## config.mk

```make
export PLATFORM = sky130hd
export DESIGN_NAME = serial_adder
export DESIGN_NICKNAME = d
export VERILOG_FILES = /design/src/rtl/serial_adder_pkg.sv /design/src/rtl/fa_cell.sv /design/src/rtl/serial_adder.sv
export SDC_FILE = /design/constraint.sdc
export NUM_CORES = 1
export LEC_CHECK = 0
export ABC_CLOCK_PERIOD_IN_PS = 5400
export BUFFER_PORTS_ARGS = -buffer_cell sky130_fd_sc_hd__buf_2
export CORE_UTILIZATION = 58
export DETAILED_ROUTE_END_ITERATION = 8
export PLACE_DENSITY = 0.81
export RECOVER_POWER = 50
export SLEW_MARGIN = 20
export SYNTH_ARGS = -nofsm -noshare
export SYNTH_HDL_FRONTEND = slang
export SYNTH_SLANG_ARGS = --single-unit
export TNS_END_PERCENT = 100
```

## constraint.sdc

```tcl
create_clock -name clk -period 5.4 [get_ports clk]
set_input_delay 0.27 -clock clk [delete_from_list [all_inputs] [get_ports clk]]
set_output_delay 0.27 -clock clk [all_outputs]
set_load 0.02 [all_outputs]
```

## src/rtl/serial_adder_pkg.sv

```systemverilog
// Shared types and constants for the bit-serial adder.
// Contents: state_t FSM encoding, WIDTH_DEFAULT operand width.
package serial_adder_pkg;

  typedef enum logic [1:0] {
    IDLE = 2'd0,
    BUSY = 2'd1,
    DONE = 2'd2
  } state_t;

  localparam int unsigned WIDTH_DEFAULT = 8;

endpackage

```

## src/rtl/fa_cell.sv

```systemverilog
// Combinational full adder built from two half-adder stages and an OR.
// Ports: a, b, ci (inputs); s (sum), co (carry out).
module fa_cell (
  input  logic a,
  input  logic b,
  input  logic ci,
  output logic s,
  output logic co
);

  logic hs1;
  logic hc1;
  logic hc2;

  // First half adder: operand bits
  assign hs1 = a ^ b;
  assign hc1 = a & b;

  // Second half adder: partial sum with incoming carry
  assign s   = hs1 ^ ci;
  assign hc2 = hs1 & ci;

  assign co  = hc1 | hc2;

endmodule

```

## src/rtl/serial_adder.sv

```systemverilog
// Bit-serial WIDTH-bit adder, LSB first, one bit per clock, with valid/ready
// handshakes on both sides.
// Ports: clk, rst_n (async active-low), ena (global enable, freezes state),
//        in_valid/in_ready/a/b (operand handshake), out_valid/out_ready/sum/
//        carry_out (result handshake).
// Optional: define SERIAL_ADDER_SUB_EN to add input 'sub' selecting a-b
//           (carry_out=1 then means no borrow).
module serial_adder
  import serial_adder_pkg::*;
#(
  parameter int unsigned WIDTH = WIDTH_DEFAULT,
  parameter int unsigned CNT_W = $clog2(WIDTH + 1)
) (
  input  logic             clk,
  input  logic             rst_n,
  input  logic             ena,
  input  logic             in_valid,
  output logic             in_ready,
  input  logic [WIDTH-1:0] a,
  input  logic [WIDTH-1:0] b,
  output logic             out_valid,
  input  logic             out_ready,
  output logic [WIDTH-1:0] sum,
`ifdef SERIAL_ADDER_SUB_EN
  input  logic             sub,
`endif
  output logic             carry_out
);

  state_t             state_q,     state_d;
  logic [WIDTH-1:0]   a_q,         a_d;
  logic [WIDTH-1:0]   b_q,         b_d;
  logic [CNT_W-1:0]   cnt_q,       cnt_d;
  logic               carry_q,     carry_d;
  logic               in_ready_d;
  logic               out_valid_d;
  logic [WIDTH-1:0]   sum_d;
  logic               carry_out_d;

  logic               sub_op;
  logic [WIDTH-1:0]   b_load;
  logic               fa_s;
  logic               fa_co;

  // Subtract mode: two's complement via inverted b and carry preset to 1
`ifdef SERIAL_ADDER_SUB_EN
  assign sub_op = sub;
`else
  assign sub_op = 1'b0;
`endif
  assign b_load = sub_op ? ~b : b;

  // Single full-adder stage shared by every BUSY cycle
  fa_cell u_fa (
    .a  (a_q[0]),
    .b  (b_q[0]),
    .ci (carry_q),
    .s  (fa_s),
    .co (fa_co)
  );

  // State and datapath registers
  always_ff @(posedge clk or negedge rst_n) begin
    if (!rst_n) begin
      state_q   <= IDLE;
      a_q       <= '0;
      b_q       <= '0;
      cnt_q     <= '0;
      carry_q   <= 1'b0;
      in_ready  <= 1'b0;
      out_valid <= 1'b0;
      sum       <= '0;
      carry_out <= 1'b0;
    end else begin
      state_q   <= state_d;
      a_q       <= a_d;
      b_q       <= b_d;
      cnt_q     <= cnt_d;
      carry_q   <= carry_d;
      in_ready  <= in_ready_d;
      out_valid <= out_valid_d;
      sum       <= sum_d;
      carry_out <= carry_out_d;
    end
  end

  // Next-state and next-output logic; ena low holds everything
  always_comb begin
    state_d     = state_q;
    a_d         = a_q;
    b_d         = b_q;
    cnt_d       = cnt_q;
    carry_d     = carry_q;
    in_ready_d  = in_ready;
    out_valid_d = out_valid;
    sum_d       = sum;
    carry_out_d = carry_out;

    if (ena) begin
      case (state_q)
        IDLE: begin
          in_ready_d = 1'b1;
          // in_ready is still low on the first edge after reset, so no accept there
          if (in_valid && in_ready) begin
            a_d        = a;
            b_d        = b_load;
            carry_d    = sub_op;
            cnt_d      = '0;
            in_ready_d = 1'b0;
            state_d    = BUSY;
          end
        end

        BUSY: begin
          in_ready_d = 1'b0;
          a_d        = {1'b0, a_q[WIDTH-1:1]};
          b_d        = {1'b0, b_q[WIDTH-1:1]};
          // New bit enters at the MSB so the first bit lands at the LSB after WIDTH steps
          sum_d      = {fa_s, sum[WIDTH-1:1]};
          carry_d    = fa_co;
          cnt_d      = cnt_q + CNT_W'(1);
          if (cnt_q == CNT_W'(WIDTH - 1)) begin
            carry_out_d = fa_co;
            out_valid_d = 1'b1;
            state_d     = DONE;
          end
        end

        DONE: begin
          out_valid_d = 1'b1;
          if (out_valid && out_ready) begin
            out_valid_d = 1'b0;
            in_ready_d  = 1'b1;
            state_d     = IDLE;
          end
        end

        default: begin
          state_d     = IDLE;
          in_ready_d  = 1'b0;
          out_valid_d = 1'b0;
        end
      endcase
    end
  end

endmodule
```

==> flow_metrics.py <==
metrics = {
    "status": {
        "status": "complete, but fails checks",
        "violations": "max-capacitance violations, max-slew violations",
    },
    "placed_design": {
        "place.gp.congestion": 0.788,
        "hpwl_mm": 2.08,
        "port-buffer-count": 31,
        "dp.cells": 183,
        "post_dp_cell_area_sq_mm": 0.00187,
    },
    "setup_path": {
        "r2r_cells": 5,
        "cp_max_fo": 22,
        "crit_arrival_ps": 2940,
        "critPathLaunchType": "register",
        "worstSetupPathType": "reg -> reg",
        "critPathCaptureType": "register",
        "worst_ep_required_time_ps": 5620,
    },
    "timing": {
        "relSlewSlack": -0.163,
        "setup_violations": 0,
        "clock-skew-final_ps": 9.93,
        "tightest_slew_ps": 1740,
        "max_freq_ghz": 0.367,
        "fin_crit_ps": 2720,
        "hold_viol_final": 0,
        "rsz0062_at_grt": "false",
        "period_share": 0.504,
        "tns_ps": 0,
        "maxSlewViolCount": 35,
    },
    "logic_synthesis": {
        "postSynthNetCount": 154,
        "yosysWarnings": 0,
        "synth.distinct_cells": 32,
        "ys_seq_area_frac": 0.500,
        "netlist_area_sq_mm": 0.00170,
        "synthCells": 126,
        "synth_top_area_frac": 0.500,
        "yosysTopAreaCell": "dfrtp_1",
        "ys_ff_latch": 34,
        "syn_area_per_cell_sq_um": 13.5,
        "synth_area_leaders": "dfrtp_1 (50%), mux2_2 (26%), ha_1 (4.4%)",
    },
    "route": {
        "vias": 1061,
        "dr.pass1.iters": 4,
        "drt_iter0_markers": 23,
        "drtAntennaViolNets": 0,
        "drc": 0,
        "avgViaCountPerCell": 5.58,
        "wl_per_cell_microns": 15.3,
        "drt-total-wl_mm": 2.91,
    },
    "clocking": {
        "clock_path_buffers": 2,
        "cts_setup_buffers": 0,
        "cts_root_buf": "clkbuf_4",
        "cts_hold_buf": 0,
        "clock_latency_ps": 330,
        "cts_tree": "done",
        "cts_buffers": 5,
        "cts_resized": 0,
        "clk_pin_slew_ps": 100,
        "cts_sinks": 34,
        "htreeDepth": 2,
    },
    "power": {
        "leakage_nw": 0.868,
        "powerDensity_mw_per_mm2": 567,
        "total_power_mw": 1.09,
        "vdd_ir_drop_max_v": 0.000410,
    },
    "floorplan": {
        "die-width_microns": 56.2,
        "core_sq_mm": 0.00276,
        "io_pins": 32,
        "die_area_sq_mm": 0.00315,
        "die_h_microns": 56.2,
        "start_util": 0.617,
        "fp-row-count": 19,
    },
    "cells_and_area": {
        "final_area_sq_mm": 0.00191,
        "diodes": 0,
        "final_cell_mix": "mux2_2 (39), dfrtp_1 (34), buf_2 (25)",
        "n_fill_cell": 219,
        "drive_above_1_share": 0.472,
        "syn_to_final_growth_pct": 12.5,
        "final_common_cell": "mux2_2",
        "layout.cells.non_filler": 190,
        "nets": 187,
    },
    "grt": {
        "grt_pass1_wl_mm": 5.29,
        "track_usage": 0.226,
        "gr-total-overflow": 0,
        "grt_max_degree": 35,
        "first_global_vias": 1207,
        "antenna_found_initial": 0,
    },
    "hold_path": {
        "min_path_type": "in -> reg",
        "min_delay_path_depth": 3,
    },
    "run": {
        "drv_cap": 1,
    },
}
[critical path, cell delays in order, from the launching register on]
cell and delay, ps:
dfrtp_1 410, inv_1 130, ha_1 840, nand2b_1 220
a21oi_4 600, mux2_2 410
[logic make-up (layout without fill, tap and decap cells)]
group / Yosys count / count (layout) / share of synthesized area
fa+ha+maj: 7 / 7 / 0.0559
compound gates: 12 / 12 / 0.0640
flops: 34 / 34 / 0.500
simple gates: 16 / 16 / 0.0581
buf+inv: 14 / 47 / 0.0390
mux: 43 / 43 / 0.283
[state kept, by name, indices dropped and copies added, names as in the netlist]
name and flops:
out_valid 1, sum 8, b_q 8, in_ready 1
cnt_q 4, state_q 2, carry_out 1, carry_q 1
a_q 8
[stage by stage]
step	util	setup WS [ps]	hold WS, ps
2_1_floorplan	-	3620	-25.6
3_3_place_gp	0.677	2610	362
3_5_place_dp	0.677	2480	377
4_1_cts	0.694	2440	4.02
5_1_grt	0.694	2510	285
6_report	0.694	2680	284
[cells in the mapped netlist (all sizes together)]
cell and n:
a21boi 2, dfrtp 34, o211ai 1, a211oi 1, mux2i 2, o2bb2ai 1
buf 4, clkbuf 1, o21ai 3, o32a 1, a2111oi 1, or4 1
mux2 41, nor2b 2, or3 1, nand2b 3, ha 6, fa 1
nor2 3, inv 9, a21oi 1, a211o 1, nand2 2, nand3 2
nand3b 1, or4b 1
[cell type report]
cell class	instances	area, sq um	area share
clock inverters	2	10.0	0.00523
well taps	31	38.8	0.0203
clock buffers	5	37.5	0.0196
multi-input cells	78	796	0.416
repair buffers	31	148	0.0771
inverters	9	33.8	0.0176
flip-flops and latches	34	851	0.444
[metal layers]
metal	routed length, microns	global-route usage
met4	82	0.125
met2	1480	0.379
met5	0	0
met1	1220	0.261
met3	119	0.0605
[final timing paths]
| check | startpoint | endpoint | slack (ps) |
|---|---|---|---|
| worst max-delay path | state_q[1] | a_q[6] | 2680 |
| worst min-delay path | b[7] | b_q[7] | 280 |
| worst max register to register | state_q[1] | a_q[6] | 2680 |
| worst min register to register | a_q[2] | a_q[2] | 510 |
| max in group asynchronous | rst_n | a_q[2] | 4010 |
| min in group asynchronous | rst_n | a_q[1] | 390 |
[report_power, final]
group | internal [mW] | leakage, nW | switching [mW]
clock | 0.0467 | 0.0308 | 0.0805
sequential | 0.378 | 0.420 | 0.0806
combinational | 0.257 | 0.418 | 0.243
Power figures use the tool's default switching activity.
